`config.mk`:
```
export PLATFORM = sky130hd
export DESIGN_NAME = lc4_commit_checker_fifo
export DESIGN_NICKNAME = d
export VERILOG_FILES = /design/src/rtl/lc4_commit_checker_pkg.sv /design/src/rtl/lc4_commit_checker_fifo.sv
export SDC_FILE = /design/constraint.sdc
export NUM_CORES = 1
export LEC_CHECK = 0
export ABC_CLOCK_PERIOD_IN_PS = 11400
export CAP_MARGIN = 20
export CORE_UTILIZATION = 58
export CTS_CLUSTER_DIAMETER = 50
export DETAILED_ROUTE_END_ITERATION = 16
export GPL_TIMING_DRIVEN = 0
export PLACE_DENSITY_LB_ADDON = 0.25
export SYNTH_ARGS = -nofsm -noshare
export SYNTH_HDL_FRONTEND = slang
export SYNTH_SLANG_ARGS = --single-unit
export TNS_END_PERCENT = 100
```
`constraint.sdc`:
```
create_clock -name clk -period 11.4 [get_ports clk]
set_clock_uncertainty 0.15 [all_clocks]
set_input_delay 3.42 -clock clk [delete_from_list [all_inputs] [get_ports clk]]
set_output_delay 3.42 -clock clk [all_outputs]
set_load 0.005 [all_outputs]
```
`src/rtl/lc4_commit_checker_pkg.sv`:
```
// Shared definitions for the LC4 commit checker: trace record layout, stall codes,
// state and error-field encodings, and the per-lane record comparator.
package lc4_commit_checker_pkg;

    localparam int unsigned RecW = 89;

    // Field order matches {pc,insn,rf_we,rf_reg,rf_data,nzp_we,nzp,dm_we,dm_addr,dm_data}
    typedef struct packed {
        logic [15:0] pc;
        logic [15:0] insn;
        logic        rf_we;
        logic [2:0]  rf_reg;
        logic [15:0] rf_data;
        logic        nzp_we;
        logic [2:0]  nzp;
        logic        dm_we;
        logic [15:0] dm_addr;
        logic [15:0] dm_data;
    } trace_rec_t;

    typedef enum logic [1:0] {
        StIdle  = 2'd0,
        StRun   = 2'd1,
        StDone  = 2'd2,
        StError = 2'd3
    } state_e;

    localparam logic [1:0] StallNone   = 2'd0;
    localparam logic [1:0] StallCache  = 2'd1;
    localparam logic [1:0] StallBranch = 2'd2;
    localparam logic [1:0] StallLoad   = 2'd3;

    localparam logic [3:0] FieldNone     = 4'd0;
    localparam logic [3:0] FieldPc       = 4'd1;
    localparam logic [3:0] FieldInsn     = 4'd2;
    localparam logic [3:0] FieldRfWe     = 4'd3;
    localparam logic [3:0] FieldRfReg    = 4'd4;
    localparam logic [3:0] FieldRfData   = 4'd5;
    localparam logic [3:0] FieldNzpWe    = 4'd6;
    localparam logic [3:0] FieldNzp      = 4'd7;
    localparam logic [3:0] FieldDmWe     = 4'd8;
    localparam logic [3:0] FieldDmAddr   = 4'd9;
    localparam logic [3:0] FieldDmData   = 4'd10;
    localparam logic [3:0] FieldUnderrun = 4'd11;
    localparam logic [3:0] FieldOrder    = 4'd12;

    typedef struct packed {
        logic [3:0]  field;
        logic [15:0] exp_val;
        logic [15:0] act_val;
    } cmp_res_t;

    // Lowest failing field code wins; !== so that X/Z actuals flag a mismatch in simulation.
    function automatic cmp_res_t compare_rec(input trace_rec_t e, input trace_rec_t a);
        cmp_res_t r;
        r = '0;
        if (a.pc !== e.pc) begin
            r = '{FieldPc, e.pc, a.pc};
        end else if (a.insn !== e.insn) begin
            r = '{FieldInsn, e.insn, a.insn};
        end else if (a.rf_we !== e.rf_we) begin
            r = '{FieldRfWe, 16'(e.rf_we), 16'(a.rf_we)};
        end else if (e.rf_we && (a.rf_reg !== e.rf_reg)) begin
            r = '{FieldRfReg, 16'(e.rf_reg), 16'(a.rf_reg)};
        end else if (e.rf_we && (a.rf_data !== e.rf_data)) begin
            r = '{FieldRfData, e.rf_data, a.rf_data};
        end else if (a.nzp_we !== e.nzp_we) begin
            r = '{FieldNzpWe, 16'(e.nzp_we), 16'(a.nzp_we)};
        end else if (e.nzp_we && (a.nzp !== e.nzp)) begin
            r = '{FieldNzp, 16'(e.nzp), 16'(a.nzp)};
        end else if (a.dm_we !== e.dm_we) begin
            r = '{FieldDmWe, 16'(e.dm_we), 16'(a.dm_we)};
        end else if (a.dm_addr !== e.dm_addr) begin
            r = '{FieldDmAddr, e.dm_addr, a.dm_addr};
        end else if (a.dm_data !== e.dm_data) begin
            r = '{FieldDmData, e.dm_data, a.dm_data};
        end
        return r;
    endfunction

endpackage

```
`src/rtl/lc4_commit_checker_fifo.sv`:
```
// Expected-record FIFO: one push and 0..LANES pops per cycle, with the LANES oldest
// entries visible combinationally. Entry MSB carries the trace-last flag.
module lc4_commit_checker_fifo
    import lc4_commit_checker_pkg::*;
#(
    parameter int unsigned LANES = 2,
    parameter int unsigned DEPTH = 8
) (
    input  logic                     clk,
    input  logic                     clr,
    input  logic                     push,
    input  logic [RecW:0]            push_data,
    input  logic [2:0]               pop_n,
    output logic [LANES-1:0][RecW:0] head,
    output logic [$clog2(DEPTH):0]   count
);

    localparam int unsigned AW = $clog2(DEPTH);
    localparam int unsigned CW = AW + 1;

    logic [RecW:0]   mem [DEPTH];
    logic [AW-1:0]   rd_ptr_q;
    logic [AW-1:0]   wr_ptr_q;
    logic [CW-1:0]   count_q;

    always_ff @(posedge clk) begin
        if (clr) begin
            rd_ptr_q <= '0;
            wr_ptr_q <= '0;
            count_q  <= '0;
        end else begin
            if (push) begin
                wr_ptr_q <= wr_ptr_q + AW'(1);
            end
            rd_ptr_q <= rd_ptr_q + AW'(pop_n);
            count_q  <= count_q + CW'(push) - CW'(pop_n);
        end
    end

    always_ff @(posedge clk) begin
        if (push) begin
            mem[wr_ptr_q] <= push_data;
        end
    end

    always_comb begin
        for (int i = 0; i < int'(LANES); i++) begin
            head[i] = mem[rd_ptr_q + AW'(i)];
        end
    end

    assign count = count_q;

endmodule

```
==> results of run 1 <==
flip-flops by register name, summed over array words and instances (netlist names):
signal    cells
mem         720
count         4
rd_ptr_q      3
wr_ptr_q      3
through the flow:
step | util (%) | area [um^2]
5_1_grt | 71.70 | 39890
3_3_place_gp | 65.93 | 36680
4_1_cts | 71.68 | 39880
2_1_floorplan | - | 32950
6_report | 71.71 | 39890
3_5_place_dp | 67.44 | 37520
routing by layer:
| layer | part of all wire [%] | vias to the layer above |
|---|---|---|
| li1 | - | 7134 |
| met1 | 39 | 9470 |
| met2 | 50 | 853 |
| met3 | 8.6 | 139 |
| met4 | 2.7 | 12 |
| met5 | 0.10 | - |
worst max-delay path by stage:
stage | start | to | depth (start not counted)
2_1_floorplan | push | mem[0][0]$_DFFE_PP_ | 2
3_3_place_gp | push | mem[4][41]$_DFFE_PP_ | 3
3_5_place_dp | rd_ptr_q[0]$_SDFF_PP0_ | head[172] | 7
4_1_cts | rd_ptr_q[0]$_SDFF_PP0_ | head[172] | 7
5_1_grt | rd_ptr_q[0]$_SDFF_PP0_ | head[172] | 7
6_report | rd_ptr_q[0]$_SDFF_PP0_ | head[172] | 7
worst reg2reg max path, stage by stage, from the launching register on:
cell,delay [ps]
sky130_fd_sc_hd__dfxtp_1,360
sky130_fd_sc_hd__nand2_1,220
sky130_fd_sc_hd__nor3_2,750
sky130_fd_sc_hd__buf_8,250
sky130_fd_sc_hd__buf_6,190
sky130_fd_sc_hd__buf_6,190
sky130_fd_sc_hd__buf_8,170
cell usage after synthesis (3+ instances only):
cell / count
sky130_fd_sc_hd__nand2b_1: 4
sky130_fd_sc_hd__inv_1: 8
sky130_fd_sc_hd__ha_1: 9
sky130_fd_sc_hd__nand2_1: 3
sky130_fd_sc_hd__mux2_2: 178
sky130_fd_sc_hd__xor2_1: 4
sky130_fd_sc_hd__buf_2: 34
sky130_fd_sc_hd__buf_6: 24
sky130_fd_sc_hd__xnor2_1: 3
sky130_fd_sc_hd__edfxtp_1: 720
sky130_fd_sc_hd__dfxtp_1: 10
sky130_fd_sc_hd__mux4_2: 360
sky130_fd_sc_hd__clkbuf_1: 35
sky130_fd_sc_hd__nor2_1: 13
sky130_fd_sc_hd__buf_1: 7
cell families after synthesis:
| kind of cell | Yosys count | share of synthesized area (%) |
|---|---|---|
| muxes | 541 | 30.79 |
| and+or+nand+nor | 24 | 0.3266 |
| AOI/OAI and AO/OA | 4 | 0.08732 |
| buffers and inverters | 109 | 1.918 |
| DFF | 730 | 66.23 |
| adders and majority gates | 11 | 0.4633 |
| xor gates and xnor gates | 7 | 0.1861 |
cell type report:
cell class | instances | area [um^2] | share of cell area (%)
Sequential cell | 730 | 21820 | 54.70
Multi-Input combinational cell | 587 | 10560 | 26.47
Timing Repair Buffer | 328 | 3570 | 8.949
Clock buffer | 89 | 2057 | 5.157
Tap cell | 748 | 935.9 | 2.346
Buffer | 100 | 598.1 | 1.499
Clock inverter | 49 | 305.3 | 0.7653
Inverter | 9 | 33.78 | 0.08469
Antenna cell | 5 | 12.51 | 0.03137
where the power goes:
part | internal [mW] | switching (mW) | leakage, nW
Clock | 1.35 | 0.995 | 1.16
Sequential | 3.03 | 0.0317 | 6.62
Combinational | 0.997 | 0.791 | 4.76
Total | 5.38 | 1.82 | 12.5
placed cells by master, fill, tap and decap left out, types with 2 or more instances in the layout:
master,Yosys,routed
sky130_fd_sc_hd__buf_1,7,7
sky130_fd_sc_hd__buf_12,0,23
sky130_fd_sc_hd__buf_2,34,34
sky130_fd_sc_hd__buf_4,0,3
sky130_fd_sc_hd__buf_6,24,41
sky130_fd_sc_hd__buf_8,0,5
sky130_fd_sc_hd__bufinv_16,0,3
sky130_fd_sc_hd__clkbuf_1,35,43
sky130_fd_sc_hd__clkbuf_16,0,81
sky130_fd_sc_hd__clkdlybuf4s50_1,0,279
sky130_fd_sc_hd__clkinv_1,0,27
sky130_fd_sc_hd__clkinv_2,0,13
sky130_fd_sc_hd__clkinvlp_4,0,3
sky130_fd_sc_hd__dfxtp_1,10,10
sky130_fd_sc_hd__diode_2,0,5
sky130_fd_sc_hd__edfxtp_1,720,720
sky130_fd_sc_hd__fa_1,2,2
sky130_fd_sc_hd__ha_1,9,9
sky130_fd_sc_hd__inv_1,8,8
sky130_fd_sc_hd__inv_6,0,3
sky130_fd_sc_hd__mux2_1,2,2
sky130_fd_sc_hd__mux2_2,178,178
sky130_fd_sc_hd__mux4_2,360,360
sky130_fd_sc_hd__nand2_1,3,3
sky130_fd_sc_hd__nand2b_1,4,4
sky130_fd_sc_hd__nor2_1,13,7
sky130_fd_sc_hd__nor2_4,0,6
sky130_fd_sc_hd__nor2b_1,2,2
sky130_fd_sc_hd__nor3_2,0,2
sky130_fd_sc_hd__xnor2_1,3,3
sky130_fd_sc_hd__xor2_1,4,3
==> summary.txt, run 1 <==
Clk Latency, worst-skew pair: 600 ps
starting density of the core: 59.23%
share of Yosys cell area claimed by the top area cell type: 65.62%
global-route met3 utilization: 7.072%
Remaining DRCs: 0
Fmax: 133.5 MHz
crit-path most repeated cell: sky130_fd_sc_hd__buf_2
power density over cell area: 180.4 nW/um^2
1st-iter DRT viols: 1816
total gr overflow: 0
Avg Inst Size Synth: 23.11 um^2
number of buffers added on ports: 279
number of buffers on the longest clock path: 3
CTS tree: built
Clock Sink Count: 730
Worst Hold Endpoint: wr_ptr_q[2]$_SDFFE_PP0P_
number of antenna violations at the first check in global routing: 11
Maximum Capacitance Violations: 0
Synth Register Bits: 730
synthesized netlist cell count: 1426
Total Die Area: 57760 um^2
Die Y: 240.3 um
worst-case setup slack after placement: 4528 ps
ANT nets after route: 0
Clk Tree Root Cell: sky130_fd_sc_hd__clkbuf_16
proportion of register bits with asynchronous set or reset after synthesis: 0%
die extent in x: 240.3 um
family with the most delay on the worst path: buffers and inverters
Worst Path Max Fanout: 10
vias in the first global route: 18690
Detailed Place HPWL: 53960 um
detailed-route via count: 17610
worst reg2reg path endpoint: mem[4][41]$_DFFE_PP_
placer's final routability congestion estimate: 0.7527
routed vias/inst: 6.657
fin worst setup slack: 3907 ps
first-pass GRT wire length: 120700 um
Post-synth EDFFs: 720
total placed cells including tap cells: 2502
top cells by area in the synthesized netlist: sky130_fd_sc_hd__edfxtp_1, sky130_fd_sc_hd__mux4_2, sky130_fd_sc_hd__mux2_2
leakage power: 12.54 nW
most common flop cell mapped by yosys: sky130_fd_sc_hd__edfxtp_1
Synth Warn #: 0
ports placed on the boundary: 280
number of setup buffers added after CTS: 0
Hold Path Cell Cnt: 2
data required time at the worst endpoint: 7830 ps
worst slack on hold paths: 410.5 ps
routed wire length: 82760 um
fraction of final layout cells with drive strength greater than 1: 40.06%
arrival time reported for the critical path endpoint: 3920 ps
final-report max-slew violation count: 0
portion of the clock cycle consumed by the worst path in the final layout: 65.73%
peak ir drop on the vdd network: 0.0001397 V
kind of start point of the critical path: flip-flop
placeable core area: 55630 um^2
post-layout minimum cycle time: 7493 ps
Max stage delay cell, worst path: sky130_fd_sc_hd__clkbuf_1
beginning of the worst hold path: wr_ptr_q[2]$_SDFFE_PP0P_
unrepaired setup endpoints after global routing: no
H-Tree Depth: 3
Resized Gates After CTS: 0
Layout fillers: 3256
transition at the pin with the smallest max-transition slack: 1162 ps
filler-free cell count of the finished design: 2645
category of the most critical setup path: flip-flop to primary output
post-synthesis sequential area ratio: 66.23%
drt wl/cell: 31.29 um
stage delay of the slowest cell on the critical path: 640 ps
synthesized net count: 1533
total of hold buffers inserted after clock tree synthesis: 0
Clk pin slew, worst setup/hold paths: 60 ps
global routing's busiest layer: met2
Cell Area, Synth: 32950 um^2
sum of negative setup slack: 0 ps
Power Total: 7.197 mW
kind of end point of the critical path: primary output
total of endpoints with negative setup slack in the final report: 0
normalized max-slew margin: 22.53%
number of different library cells in the post-synthesis netlist: 25
startpoint of the worst register-to-register path: wr_ptr_q[2]$_SDFFE_PP0P_
pin count of the biggest net entering global routing: 25
run status: complete, no violations
depth of the worst register-to-register path: 6
cell chain of the critical path: ha_1 -> buf_2 -> buf_2 -> clkbuf_1 -> mux4_2 -> mux2_2 -> clkdlybuf4s50_1
signed area change from the synthesized netlist to the final layout: 21.07%
most area-hungry cell type in the Yosys netlist: sky130_fd_sc_hd__edfxtp_1
Buf+Inv Stages, Crit Path: 4
nets: 1939
count of TritonRoute iterations in the first routing pass: 5
Total GRT Usage: 29.53%
total count of hold-check failures in the final report: 0
worst reg-to-reg setup slack: 8800 ps
GR Layer Usage met1: 40.01%
met2 global-route usage: 47.38%
cts bufs inserted: 76
hold crit path type: flip-flop to flip-flop
Row Count: 86
(Power assumes the default switching activity.)
==> run 2, diff against run 1 <==
--- a/config.mk
+++ b/config.mk
@@ -5,7 +5,7 @@
 export SDC_FILE = /design/constraint.sdc
 export NUM_CORES = 1
 export LEC_CHECK = 0
-export ABC_CLOCK_PERIOD_IN_PS = 11400
+export ABC_CLOCK_PERIOD_IN_PS = 7600
 export CAP_MARGIN = 20
 export CORE_UTILIZATION = 58
 export CTS_CLUSTER_DIAMETER = 50
==> constraint.sdc (replaced) <==
create_clock -name clk -period 7.6 [get_ports clk]
set_clock_uncertainty 0.15 [all_clocks]
set_input_delay 2.28 -clock clk [delete_from_list [all_inputs] [get_ports clk]]
set_output_delay 2.28 -clock clk [all_outputs]
set_load 0.005 [all_outputs]
==> run 2 against run 1 <==
Via count increased by 0.74%. Sequential cell count unchanged. Sequential share of layout area decreased by 0.28 points. Cell area increased by 0.52%. Critical endpoint is now head[173]. Clock power increased by 54%. Register-to-register slack got worse by 3700 ps. Combinational power increased by 51%. Non-clock buffer count decreased by 10. Count of clock-buffer cells in the layout increased by 14. Utilization increased by 0.37 points. Cell count decreased by 0.15%.
==> summary.txt, run 2 (synthesized netlist as in run 1, its figures left out) <==
number of buffers added on ports: 279 (unchanged)
pin count of the biggest net entering global routing: 26 (+4.0%)
Resized Gates After CTS: 0 (unchanged)
fraction of final layout cells with drive strength greater than 1: 39.95% (-0.12 points)
worst-case setup slack after placement: 1877 ps (-2651 ps)
startpoint of the worst register-to-register path: wr_ptr_q[2]$_SDFFE_PP0P_
total of hold buffers inserted after clock tree synthesis: 0 (unchanged)
worst slack on hold paths: 417.0 ps (+6.498 ps)
H-Tree Depth: 3 (unchanged)
power density over cell area: 272.3 nW/um^2 (+51%)
cts bufs inserted: 78 (+2.6%)
number of buffers on the longest clock path: 3 (unchanged)
Worst Hold Endpoint: wr_ptr_q[2]$_SDFFE_PP0P_
Row Count: 86 (unchanged)
worst reg-to-reg setup slack: 5090 ps (-3710 ps)
detailed-route via count: 17740 (+0.74%)
Clock Sink Count: 730 (unchanged)
total of endpoints with negative setup slack in the final report: 0 (unchanged)
worst reg2reg path endpoint: mem[4][12]$_DFFE_PP_
drt wl/cell: 31.55 um (+0.83%)
first-pass GRT wire length: 120500 um (-0.12%)
routed wire length: 83330 um (+0.68%)
internal power consumption: 8.148 mW (+51%)
count of TritonRoute iterations in the first routing pass: 5 (unchanged)
number of flip-flops under the largest register name: 720 (unchanged)
data required time at the worst endpoint: 5170 ps (-2660 ps)
transition at the pin with the smallest max-transition slack: 1091 ps (-71.04 ps)
kind of start point of the critical path: flip-flop
signed area change from the synthesized netlist to the final layout: 21.70%
total gr overflow: 0 (unchanged)
Multi-input gate area: 10570 um^2 (+0.12%)
Fmax: 156.3 MHz
most frequent cells in the layout: sky130_fd_sc_hd__edfxtp_1, sky130_fd_sc_hd__mux4_2, sky130_fd_sc_hd__clkdlybuf4s50_1, sky130_fd_sc_hd__mux2_2, sky130_fd_sc_hd__clkbuf_16
Comb power frac: 24.8% (about the same)
post-layout minimum cycle time: 6397 ps
portion of the clock cycle consumed by the worst path in the final layout: 84.17%
1st-iter DRT viols: 1772 (-2.4%)
fin worst setup slack: 1203 ps (-2703 ps)
clock network fraction of design power: 33.2% (+0.5 points)
Clk Latency, worst-skew pair: 610 ps (about the same)
total count of hold-check failures in the final report: 0 (unchanged)
Net Sw Power: 2.772 mW (+52%)
die extent in x: 240.3 um (unchanged)
final-report max-slew violation count: 0 (unchanged)
starting density of the core: 59.23% (unchanged)
nets: 1931 (-0.41%)
vias in the first global route: 18450 (-1.3%)
hold crit path type: flip-flop to flip-flop
ports placed on the boundary: 280 (unchanged)
Clk Tree Root Cell: sky130_fd_sc_hd__clkbuf_16
Hold Path Cell Cnt: 2 (unchanged)
CTS tree: built
arrival time reported for the critical path endpoint: 3970 ps (+50 ps)
final core area utilization: 72.08% (+0.37 points)
share of total power consumed by net switching: 25.38% (+0.12 points)
number of antenna violations at the first check in global routing: 10 (-1)
register share of total power: 42.0% (-0.5 points)
Worst Path Max Fanout: 10 (unchanged)
placeable core area: 55630 um^2 (unchanged)
Total Die Area: 57760 um^2 (unchanged)
register area: 21820 um^2 (unchanged)
sum of negative setup slack: 0 ps (unchanged)
leakage power: 12.57 nW (+0.28%)
Clk pin slew, worst setup/hold paths: 60 ps (about the same)
run status: complete, no violations
unrepaired setup endpoints after global routing: no
ANT nets after route: 0 (unchanged)
commonest non-fill, non-tap cell in the layout: sky130_fd_sc_hd__edfxtp_1
placer's final routability congestion estimate: 0.7579 (+0.69%)
Detailed Place HPWL: 53860 um (-0.18%)
category of the most critical setup path: flip-flop to primary output
Total GRT Usage: 29.49% (-0.035 points)
Die Y: 240.3 um (unchanged)
number of setup buffers added after CTS: 0 (unchanged)
beginning of the worst hold path: wr_ptr_q[2]$_SDFFE_PP0P_
kind of end point of the critical path: primary output
Largest Register: mem
peak ir drop on the vdd network: 0.0001752 V (+25%)
Layout fillers: 3237 (-0.58%)
normalized max-slew margin: 27.27% (+4.7 points)
Maximum Capacitance Violations: 0 (unchanged)
depth of the worst register-to-register path: 5 (-1)
Remaining DRCs: 0 (unchanged)
routed vias/inst: 6.717 (+0.90%)
-- run 2: power by group through the flow --
stage / Sequential (mW) / Combinational (mW) / Clock (mW)
after CTS: 4.59 / 2.73 / 3.66
final: 4.59 / 2.71 / 3.62
after global routing: 4.60 / 2.84 / 3.82
after floorplan: 4.67 / 1.42 / 0
after global placement: 4.69 / 2.61 / 0
after detailed placement: 4.67 / 2.70 / 0
-- run 2: per-layer routing --
metal  part of all wire (%)  wire length (um)  up-vias  GRT usage [%]
met1                     38             31750     9485          40.12
met2                     50             41610      959          47.49
met5                  0.091                76        -              0
li1                       -                 -     7108              -
met3                    8.4              7028      177          6.016
met4                    3.4              2860       10          11.54
-- run 2: layout make-up --
| class | instances | area share (%) |
|---|---|---|
| multi-input cells | 587 | 26.36 |
| inverters | 9 | 0.08425 |
| diodes | 8 | 0.04993 |
| well taps | 748 | 2.334 |
| repair buffers | 318 | 9.205 |
| flip-flops and latches | 730 | 54.42 |
| clock buffers | 103 | 5.261 |
| clock inverters | 38 | 0.7957 |
| plain buffers | 100 | 1.492 |
-- run 2: how the worst max path moves through the flow --
stage | start | cells past startpoint | slack, ps | end
after floorplan | push | 2 | 750 | mem[1][0]$_DFFE_PP_
after global placement | push | 3 | -4300 | mem[2][0]$_DFFE_PP_
after detailed placement | rd_ptr_q[0]$_SDFF_PP0_ | 7 | 1880 | head[168]
after CTS | rd_ptr_q[0]$_SDFF_PP0_ | 7 | 1220 | head[168]
after global routing | rd_ptr_q[0]$_SDFF_PP0_ | 7 | 1110 | head[173]
final | rd_ptr_q[0]$_SDFF_PP0_ | 7 | 1200 | head[173]
-- run 2: worst max-delay path, cell delays in order (launching register included) --
cell and delay, ps:
sky130_fd_sc_hd__dfxtp_1 340, sky130_fd_sc_hd__ha_1 280, sky130_fd_sc_hd__buf_2 350, sky130_fd_sc_hd__buf_2 460, sky130_fd_sc_hd__clkbuf_1 640, sky130_fd_sc_hd__mux4_2 420
sky130_fd_sc_hd__mux2_1 300, sky130_fd_sc_hd__clkdlybuf4s50_1 550
-- run 2: per-stage QoR --
step | std cells | total power [mW] | cell area [um^2]
2_1_floorplan | 1426 | 6.082 | 32960
3_3_place_gp | 2453 | 7.300 | 36690
3_5_place_dp | 2492 | 7.367 | 37650
4_1_cts | 2633 | 10.98 | 40080
5_1_grt | 2638 | 11.25 | 40090
6_report | 2641 | 10.92 | 40100
